--- src/rtl/elink_rx_word_aligner.sv ---
// Receive-path word aligner for a 2-bit-per-cycle elink: finds the K28.5 comma at
// either bit parity, verifies it, and emits aligned 10-bit characters while locked.
module elink_rx_word_aligner #(
    parameter int LOCK_COUNT     = 4,
    parameter int UNLOCK_COUNT   = 8,
    parameter int VERIFY_TIMEOUT = 16
) (
    input  logic       clk_rx,
    input  logic       reset,
    input  logic [1:0] rx_elink2bit,
    output logic [9:0] rx_word,
    output logic       rx_word_valid,
    output logic       rx_is_comma,
    output logic       locked,
    output logic       align_offset,
    output logic       realign_pulse
);
    typedef enum logic [1:0] {
        S_HUNT   = 2'd0,
        S_VERIFY = 2'd1,
        S_LOCKED = 2'd2
    } state_t;

    localparam logic [9:0] K28_5_RDN = 10'h17C;
    localparam logic [9:0] K28_5_RDP = 10'h283;
    localparam logic [3:0] C_LOCK    = 4'(LOCK_COUNT);
    localparam logic [3:0] C_UNLOCK  = 4'(UNLOCK_COUNT);
    localparam logic [5:0] C_TMO     = 6'(VERIFY_TIMEOUT);

    // The lowest shift-register bit never feeds either window, so only [11:1] is kept.
    logic [11:1] r_sr;
    logic [11:1] r_sr_d;
    state_t      r_state;
    logic [2:0]  r_phase;
    logic [3:0]  r_comma_cnt;
    logic [5:0]  r_timeout;
    logic [3:0]  r_err_cnt;
    logic        r_offset;
    logic [9:0]  r_word;
    logic        r_valid;
    logic        r_is_comma;
    logic        r_realign;

    state_t      w_state_nxt;
    logic [2:0]  w_phase_nxt;
    logic [3:0]  w_comma_nxt;
    logic [5:0]  w_timeout_nxt;
    logic [3:0]  w_err_nxt;
    logic        w_offset_nxt;
    logic [9:0]  w_word_nxt;
    logic        w_valid_nxt;
    logic        w_is_comma_nxt;
    logic        w_realign_nxt;
    logic        w_unlock;

    logic [9:0]  w_win_a, w_win_b, w_win_al;
    logic        w_match_a, w_match_b, w_match_any, w_match_al, w_boundary;
    logic [3:0]  w_comma_inc, w_err_inc;
    logic [5:0]  w_timeout_inc;

    // Windows are taken from a one-cycle-delayed copy so a word leaves two edges after its last bits.
    assign w_win_a     = r_sr_d[11:2];
    assign w_win_b     = r_sr_d[10:1];
    assign w_match_a   = (w_win_a == K28_5_RDN) || (w_win_a == K28_5_RDP);
    assign w_match_b   = (w_win_b == K28_5_RDN) || (w_win_b == K28_5_RDP);
    assign w_match_any = w_match_a || w_match_b;
    assign w_win_al    = r_offset ? w_win_b : w_win_a;
    assign w_match_al  = r_offset ? w_match_b : w_match_a;
    assign w_boundary  = (r_phase == 3'd4);

    assign w_comma_inc   = (r_comma_cnt == 4'hF) ? r_comma_cnt : r_comma_cnt + 4'd1;
    assign w_err_inc     = (r_err_cnt == 4'hF) ? r_err_cnt : r_err_cnt + 4'd1;
    assign w_timeout_inc = (r_timeout == 6'h3F) ? r_timeout : r_timeout + 6'd1;

    always_comb begin
        // NOTE: every signal driven here gets a default first, so no path can infer a latch.
        w_state_nxt    = r_state;
        w_phase_nxt    = w_boundary ? 3'd0 : r_phase + 3'd1;
        w_comma_nxt    = r_comma_cnt;
        w_timeout_nxt  = r_timeout;
        w_err_nxt      = r_err_cnt;
        w_offset_nxt   = r_offset;
        w_word_nxt     = r_word;
        w_valid_nxt    = 1'b0;
        w_is_comma_nxt = r_is_comma;
        w_realign_nxt  = 1'b0;
        w_unlock       = 1'b0;

        case (r_state)
            S_HUNT: begin
                if (w_match_any) begin
                    w_state_nxt   = S_VERIFY;
                    w_offset_nxt  = !w_match_a;
                    w_phase_nxt   = 3'd0;
                    w_comma_nxt   = 4'd1;
                    w_timeout_nxt = 6'd0;
                    w_err_nxt     = 4'd0;
                end
            end
            S_VERIFY: begin
                if (w_boundary && w_match_al) begin
                    w_timeout_nxt = 6'd0;
                    if (w_comma_inc == C_LOCK) begin
                        w_state_nxt = S_LOCKED;
                        w_comma_nxt = 4'd0;
                        w_err_nxt   = 4'd0;
                    end else begin
                        w_comma_nxt = w_comma_inc;
                    end
                end else if (w_match_any) begin
                    // Comma off the expected boundary: restart verification on it.
                    w_offset_nxt  = !w_match_a;
                    w_phase_nxt   = 3'd0;
                    w_comma_nxt   = 4'd1;
                    w_timeout_nxt = 6'd0;
                end else if (w_boundary) begin
                    if (w_timeout_inc == C_TMO) begin
                        w_state_nxt   = S_HUNT;
                        w_phase_nxt   = 3'd0;
                        w_comma_nxt   = 4'd0;
                        w_timeout_nxt = 6'd0;
                        w_err_nxt     = 4'd0;
                    end else begin
                        w_timeout_nxt = w_timeout_inc;
                    end
                end
            end
            S_LOCKED: begin
                if (w_boundary && w_match_al) begin
                    w_err_nxt = 4'd0;
                end else if (w_match_any) begin
                    if (w_err_inc == C_UNLOCK) begin
                        w_unlock      = 1'b1;
                        w_state_nxt   = S_HUNT;
                        w_realign_nxt = 1'b1;
                        w_phase_nxt   = 3'd0;
                        w_comma_nxt   = 4'd0;
                        w_timeout_nxt = 6'd0;
                        w_err_nxt     = 4'd0;
                    end else begin
                        w_err_nxt = w_err_inc;
                    end
                end
                if (w_boundary && !w_unlock) begin
                    w_valid_nxt    = 1'b1;
                    w_word_nxt     = w_win_al;
                    w_is_comma_nxt = w_match_al;
                end
            end
            default: w_state_nxt = S_HUNT;
        endcase
    end

    // NOTE: sequential state uses non-blocking assignments so every flop samples pre-edge values.
    always_ff @(posedge clk_rx or posedge reset) begin
        if (reset) begin
            r_sr        <= '0;
            r_sr_d      <= '0;
            r_state     <= S_HUNT;
            r_phase     <= '0;
            r_comma_cnt <= '0;
            r_timeout   <= '0;
            r_err_cnt   <= '0;
            r_offset    <= 1'b0;
            r_word      <= '0;
            r_valid     <= 1'b0;
            r_is_comma  <= 1'b0;
            r_realign   <= 1'b0;
        end else begin
            r_sr        <= {rx_elink2bit[1], rx_elink2bit[0], r_sr[11:3]};
            r_sr_d      <= r_sr;
            r_state     <= w_state_nxt;
            r_phase     <= w_phase_nxt;
            r_comma_cnt <= w_comma_nxt;
            r_timeout   <= w_timeout_nxt;
            r_err_cnt   <= w_err_nxt;
            r_offset    <= w_offset_nxt;
            r_word      <= w_word_nxt;
            r_valid     <= w_valid_nxt;
            r_is_comma  <= w_is_comma_nxt;
            r_realign   <= w_realign_nxt;
        end
    end

    assign rx_word       = r_word;
    assign rx_word_valid = r_valid;
    assign rx_is_comma   = r_is_comma;
    assign locked        = (r_state == S_LOCKED);
    assign align_offset  = r_offset;
    assign realign_pulse = r_realign;

endmodule

--- config.mk ---
export PLATFORM = sky130hd
export DESIGN_NAME = elink_rx_word_aligner
export DESIGN_NICKNAME = d
export VERILOG_FILES = /design/src/rtl/elink_rx_word_aligner.sv
export SDC_FILE = /design/constraint.sdc
export NUM_CORES = 1
export LEC_CHECK = 0
export ABC_AREA = 1
export BUFFER_PORTS_ARGS = -buffer_cell sky130_fd_sc_hd__buf_2
export CAP_MARGIN = 5
export CORE_MARGIN = 3
export CORE_UTILIZATION = 54
export CTS_CLUSTER_DIAMETER = 200
export DETAILED_ROUTE_END_ITERATION = 8
export GPL_TIMING_DRIVEN = 0
export PLACE_DENSITY = 0.81
export SLEW_MARGIN = 20
export SYNTH_ARGS = -nofsm -noshare
export SYNTH_HDL_FRONTEND = slang
export SYNTH_SLANG_ARGS = --single-unit
--- constraint.sdc ---
create_clock -name clk_rx -period 1.7 [get_ports clk_rx]
set_input_delay 0.085 -clock clk_rx [delete_from_list [all_inputs] [get_ports clk_rx]]
set_output_delay 0.085 -clock clk_rx [all_outputs]
set_load 0.005 [all_outputs]
## Word level (Yosys, flattened, before mapping)

Index checks and enable logic that the tools add are counted.

| word-level totals | value |
|---|---|
| bits in registers | 55 |
| input bits | 4 |

| operators by class | value |
|---|---|
| add/sub/neg operators | 4 |
| eq/ne operators | 25 |
| muxes and demuxes | 62 |
| reduce and logical (&&, ||, !) cells | 16 |

Operator list:

| operator | count |
|---|---|
| $mux 4 | 18 |
| $mux 6 | 9 |
| $mux 3 | 9 |
| $pmux 4 s3 | 2 |
| $eq 10x10->1 const B | 2 |
| $eq 10x9->1 const B | 2 |
| $mux 2 | 9 |
| $pmux 6 s3 | 1 |
| $reduce_and 7->1 | 2 |
| $eq 4x4->1 const B | 3 |
| $ne 3x3->1 const B | 4 |
| $mux 1 | 10 |
| $mux 10 | 1 |
| $pmux 3 s3 | 1 |
| $add 4x1->4 const B | 2 |
| $ne 4x4->1 const B | 2 |
| $reduce_and 8->1 | 1 |
| $add 6x1->6 const B | 1 |
| $eq 6x5->1 const B | 1 |
| $eq 6x6->1 const B | 1 |
| $ne 2x2->1 const B | 3 |
| $pmux 2 s3 | 1 |
| $reduce_and 6->1 | 1 |
| $eq 4x3->1 const B | 1 |
| other kinds (14) | 20 |

## Logic depth before layout (Yosys ltp)

| logic depth | value |
|---|---|
| depth in word-level cells | 11 |
| depth in mapped cells | 15 |
| gate-level depth less buffers | 15 |

## Least setup slack after synthesis

No wires, ideal clock.

| timing path | value |
|---|---|
| path type | flip-flop to flip-flop |
| from | register r_err_cnt[0] |
| to | register r_word[7], in the netlist rx_word[7] |
| arrival | 1.727 ns |
| path slack | -0.150 ns |
| cell stages (with the launch flop) | 12 |
| period minus slack after synthesis | 1.850 ns |
| cell sequence | dfrtp_1 -> ha_1 -> or2_1 -> a21oi_1 -> nand3_1 -> nand2_2 -> nand2_4 -> nor2_8 -> nor2_4 -> buf_6 -> nand2_1 -> nand2_1 |

| between the ends | value |
|---|---|
| word-level cells in the longest chain between the ends | 10 |

Ends and longest elaborated chain:

| element | RTL line | text |
|---|---|---|
| start, declared | 37 | `logic [3:0] r_err_cnt;` |
| start signal, assigned | 176 | `r_err_cnt <= w_err_nxt;` |
| $add 4x1->4 or $eq 4x4->1 (tied branches) | 72 | `assign w_err_inc = (r_err_cnt == 4'hF) ? r_err_cnt : r_err_cnt + 4'd1;` |
| $mux 4 * | 72 |  |
| $eq 4x4->1 * | 132 | `if (w_err_inc == C_UNLOCK) begin` |
| $mux 1 * | 132 |  |
| $mux 1 * | 131 | `end else if (w_match_any) begin` |
| $mux 1 * | 129 | `if (w_boundary && w_match_al) begin` |
| $mux 1 * | 89 | `case (r_state)` |
| $logic_not 1->1 * | 144 | `if (w_boundary && !w_unlock) begin` |
| $logic_and 1x1->1 * | 144 |  |
| $reduce_and 2->1 (no source line) * | -- |  |
| end signal, assigned | 178 | `r_word <= w_word_nxt;` |
| end, declared | 39 | `logic [9:0] r_word;` |

Every way passes the cells marked *; elsewhere a longest branch is shown, timed or not. The select of a mux whose other input is x is not followed.
A chain may end at the register's enable or synchronous reset.

## Worst setup path after layout

| timing path | value |
|---|---|
| from | register r_timeout[0] |
| to | register r_err_cnt[1] |

| between the ends | value |
|---|---|
| word-level cells in the longest chain between the ends | 5 |

Ends and longest elaborated chain:

| element | RTL line | text |
|---|---|---|
| start, declared | 36 | `logic [5:0] r_timeout;` |
| start signal, assigned | 175 | `r_timeout <= w_timeout_nxt;` |
| $add 6x1->6 or $eq 6x6->1 (tied branches) | 73 | `assign w_timeout_inc = (r_timeout == 6'h3F) ? r_timeout : r_timeout + 6'd1;` |
| $mux 6 * | 73 |  |
| $eq 6x5->1 * | 117 | `if (w_timeout_inc == C_TMO) begin` |
| $ne 3x3->1 (no source line) * | -- |  |
| $reduce_and 7->1 (no source line) * | -- |  |

Every way passes the cells marked *; elsewhere a longest branch is shown, timed or not.

==> impl_metrics.ini <==
[power_and_ir_drop]
leakagePower_nw = 1.79
power_mw = 3.63
ir_drop_mv = 0.617
pwr-share-comb = 0.407
p_int_mw = 2.18
powerDensity_nw_per_um2 = 1020
p_clk_frac = 0.226
p_sw_mw = 1.45
pwr-share-seq = 0.366
p_sw_frac = 0.399

[run]
drv_cap = 0

[clock_tree]
h-tree-depth = 2
clk_pin_slew_ns = 0.09
cts-root-buf = clkbuf_8
clk_path_buf_depth = 2
clkLatencyLatePin_ns = 0.31
numCtsBuffers = 5
cts_tree = built
cts_sinks = 46

[route]
dr.pass1.iters = 5
drc_errors = 0
ant_nets = 0
post_drt_wl_per_cell_um = 15.6
routed_wl_mm = 7.54
vias = 2760
via_per_inst = 5.71
drt-initial-drc-count = 270

[sta]
fmax_ghz = 0.486
drv_slew = 0
worstMarginPinSlew_ns = 0.461
setup_slack_ns = -0.360
rsz0062_at_grt = yes
clock-skew-final_ns = 0.00918
final-hold-violation-count = 0
period_share = 1.21
timing.slew.headroom = 0.693
finalSetupViolCount = 32
min_period_ns = 2.06

[finish]
fin_area_um2 = 3570
synthToLayoutAreaGrowth_pct = 30.9
final_cell_mix = 86 x nand2_1, 44 x dfrtp_1, 30 x nand2_2, 28 x inv_1, 25 x buf_4
antenna_cells = 0
fillerInstances = 320
final_core_util = 0.745
nets = 428
layout_commonest_cell = nand2_1
drive_gt1_frac = 0.373

[setup_path]
cp_data_arrival_time_ns = 2.25
cpPeakStageDelay_ns = 0.38
r2r_end = r_err_cnt[1]
r2r_start = r_timeout[0]
cpMaxStageDelayCell = dfrtp_1
critPathCaptureType = flip-flop
critPathKind = flip-flop to flip-flop
r2r_cells = 14
cp.required_ns = 1.89
cp_max_fo = 8
cp-endpoint = r_err_cnt[1]
critPathLaunch = r_timeout[0]
crit_top_cell = nand2_1
startpoint_type = flip-flop
rrSetupSlack_ns = -0.36
path_cells = ha_2 > nand2_2 > nor2_4 > nand3b_1 > nand2_1 > nand2_1 > nor2_1 > nand2_1 > nand3_2 > nand2_2 > nor2_4 > nand2_2 > nand2_1 > nand2_1

[synth]
avgSynthCellArea_um2 = 7.61
synth_cells = 358
syn-num-nets = 371
seq_area_frac_synth = 0.422
yosysWarnings = 0
postSynthRegisterBits = 46
yosysUniqueCellTypes = 31
syn_area_um2 = 2730

[run_status]
outcome = finished, violations left
violations = setup timing

[die]
initial_utilization = 0.569
row_count = 25
die-area_um2 = 5940
core_area_um2 = 4790
die_y_um = 77.0
io_pins = 19
die_w_um = 77.0

[global_route]
grt_max_degree = 30
grt-ovfl-total = 0
track_usage = 0.224
antenna_found_initial = 0
grt_pass1_wl_mm = 10.9
grt_pass1_vias = 2373

[min_path]
hold_class = input port to async pin

[placement]
place_area_um2 = 2940
port_buffers = 18
gp_congestion = 0.876
hpwl_mm = 4.20
-- registers in the layout, indices dropped and copies added, names as in the netlist --
name           cells
r_timeout          6
rx_word_valid      1
r_sr_d            10
r_err_cnt          4
r_comma_cnt        4
r_phase            3
rx_is_comma        1
align_offset       1
rx_word           10
realign_pulse      1
r_sr               3
r_state            2
-- synthesized netlist by cell type --
cell	count	area [um^2]
or2_1	1	6.26
nand2_1	113	424
nor2_8	2	40.0
a21oi_2	1	8.76
nand3_2	5	50.1
a31oi_1	1	6.26
clkbuf_1	4	15.0
o21ai_1	15	75.1
inv_1	35	131
xor2_1	2	17.5
nor2_2	2	12.5
nand2_4	3	33.8
nand3_1	25	125
nand2_2	8	50.1
o21ai_0	24	120
nor4_1	1	6.26
a21boi_1	1	7.51
nand3_4	1	17.5
nand4_1	5	31.3
xnor2_1	1	8.76
inv_2	3	11.3
dfrtp_1	46	1150
inv_4	1	6.26
a21oi_1	6	30.0
nor2_1	32	120
buf_6	2	22.5
nor2_4	4	45.0
nor3_1	1	5.00
ha_1	9	113
o21ai_2	3	26.3
nand3b_1	1	7.51
-- final cells by class --
cell class	instances	area, um^2	share of cell area
multi-input combinational	267	1660	0.465
sequential	46	1150	0.323
timing repair buffer	51	373	0.105
inverter	39	151	0.0424
tap	67	83.8	0.0235
clock buffer	6	72.6	0.0203
clock inverter	2	37.5	0.0105
buffer	5	35.0	0.00982
-- per-layer routing --
metal  track usage  routed length (um)  up-vias
li1              -                   -     1262
met1         0.301                3020     1294
met2         0.381                3660      170
met3        0.0258                 572       34
met4        0.0694                 293        0
met5             0                   0        -
-- worst min path at each step --
stage                    start          to  slack (ns)  depth (start not counted)
2_1_floorplan  rx_elink2bit[0]    r_sr[10]        0.12                          0
3_3_place_gp   rx_elink2bit[1]    r_sr[11]        0.19                          1
3_5_place_dp             reset  rx_word[0]         0.1                          2
4_1_cts                  reset  rx_word[0]        0.32                          3
5_1_grt                  reset   r_sr_d[1]        0.36                          3
6_report                 reset  rx_word[6]        0.31                          3
-- power groups by stage --
stage               Sequential [mW]  Clock (mW)  Combinational [mW]
CTS                            1.31       0.827                1.18
finish                         1.33       0.822                1.48
global placement               1.33           0                1.05
global route                   1.34       0.879                1.62
detailed placement             1.34           0                1.09
floorplan                      1.32           0               0.863
-- per-stage QoR --
stage / setup slack [ns] / cells / hold WS, ns / TNS (ns)
2_1_floorplan: -0.0715 / 358 / 0.116 / -1.15
3_3_place_gp: -0.239 / 443 / 0.193 / -8.82
3_5_place_dp: -0.309 / 444 / 0.0990 / -7.16
4_1_cts: -0.191 / 469 / 0.321 / -4.68
5_1_grt: -0.541 / 483 / 0.357 / -12.59
6_report: -0.360 / 483 / 0.307 / -7.88
-- cells by family after synthesis --
| kind of cell | count (synthesis) | synth area share |
|---|---|---|
| AND/OR/NAND/NOR | 204 | 0.358 |
| AO/OA/AOI/OAI | 51 | 0.101 |
| flip-flops | 46 | 0.422 |
| buffers and inverters | 45 | 0.0684 |
| adder cells (fa/ha/maj) | 9 | 0.0413 |
| XOR/XNOR | 3 | 0.00964 |
-- what timing repair did --
item	in CTS	in global routing
gates cloned	1	1
hold endpoints to repair	19	0
pin swaps	11	31
setup endpoints to repair	32	33
hold buffers	3	0
setup buffers	13	14
resized for setup	17	68
-- worst max-delay path: cells and delay by family, from the launching register on --
kind / cells / cell delay [ns]
DFF: 1 / 0.38
and+or+nand+nor: 13 / 1.35
adders and majority gates: 1 / 0.21
Power figures use the tool's default switching activity.
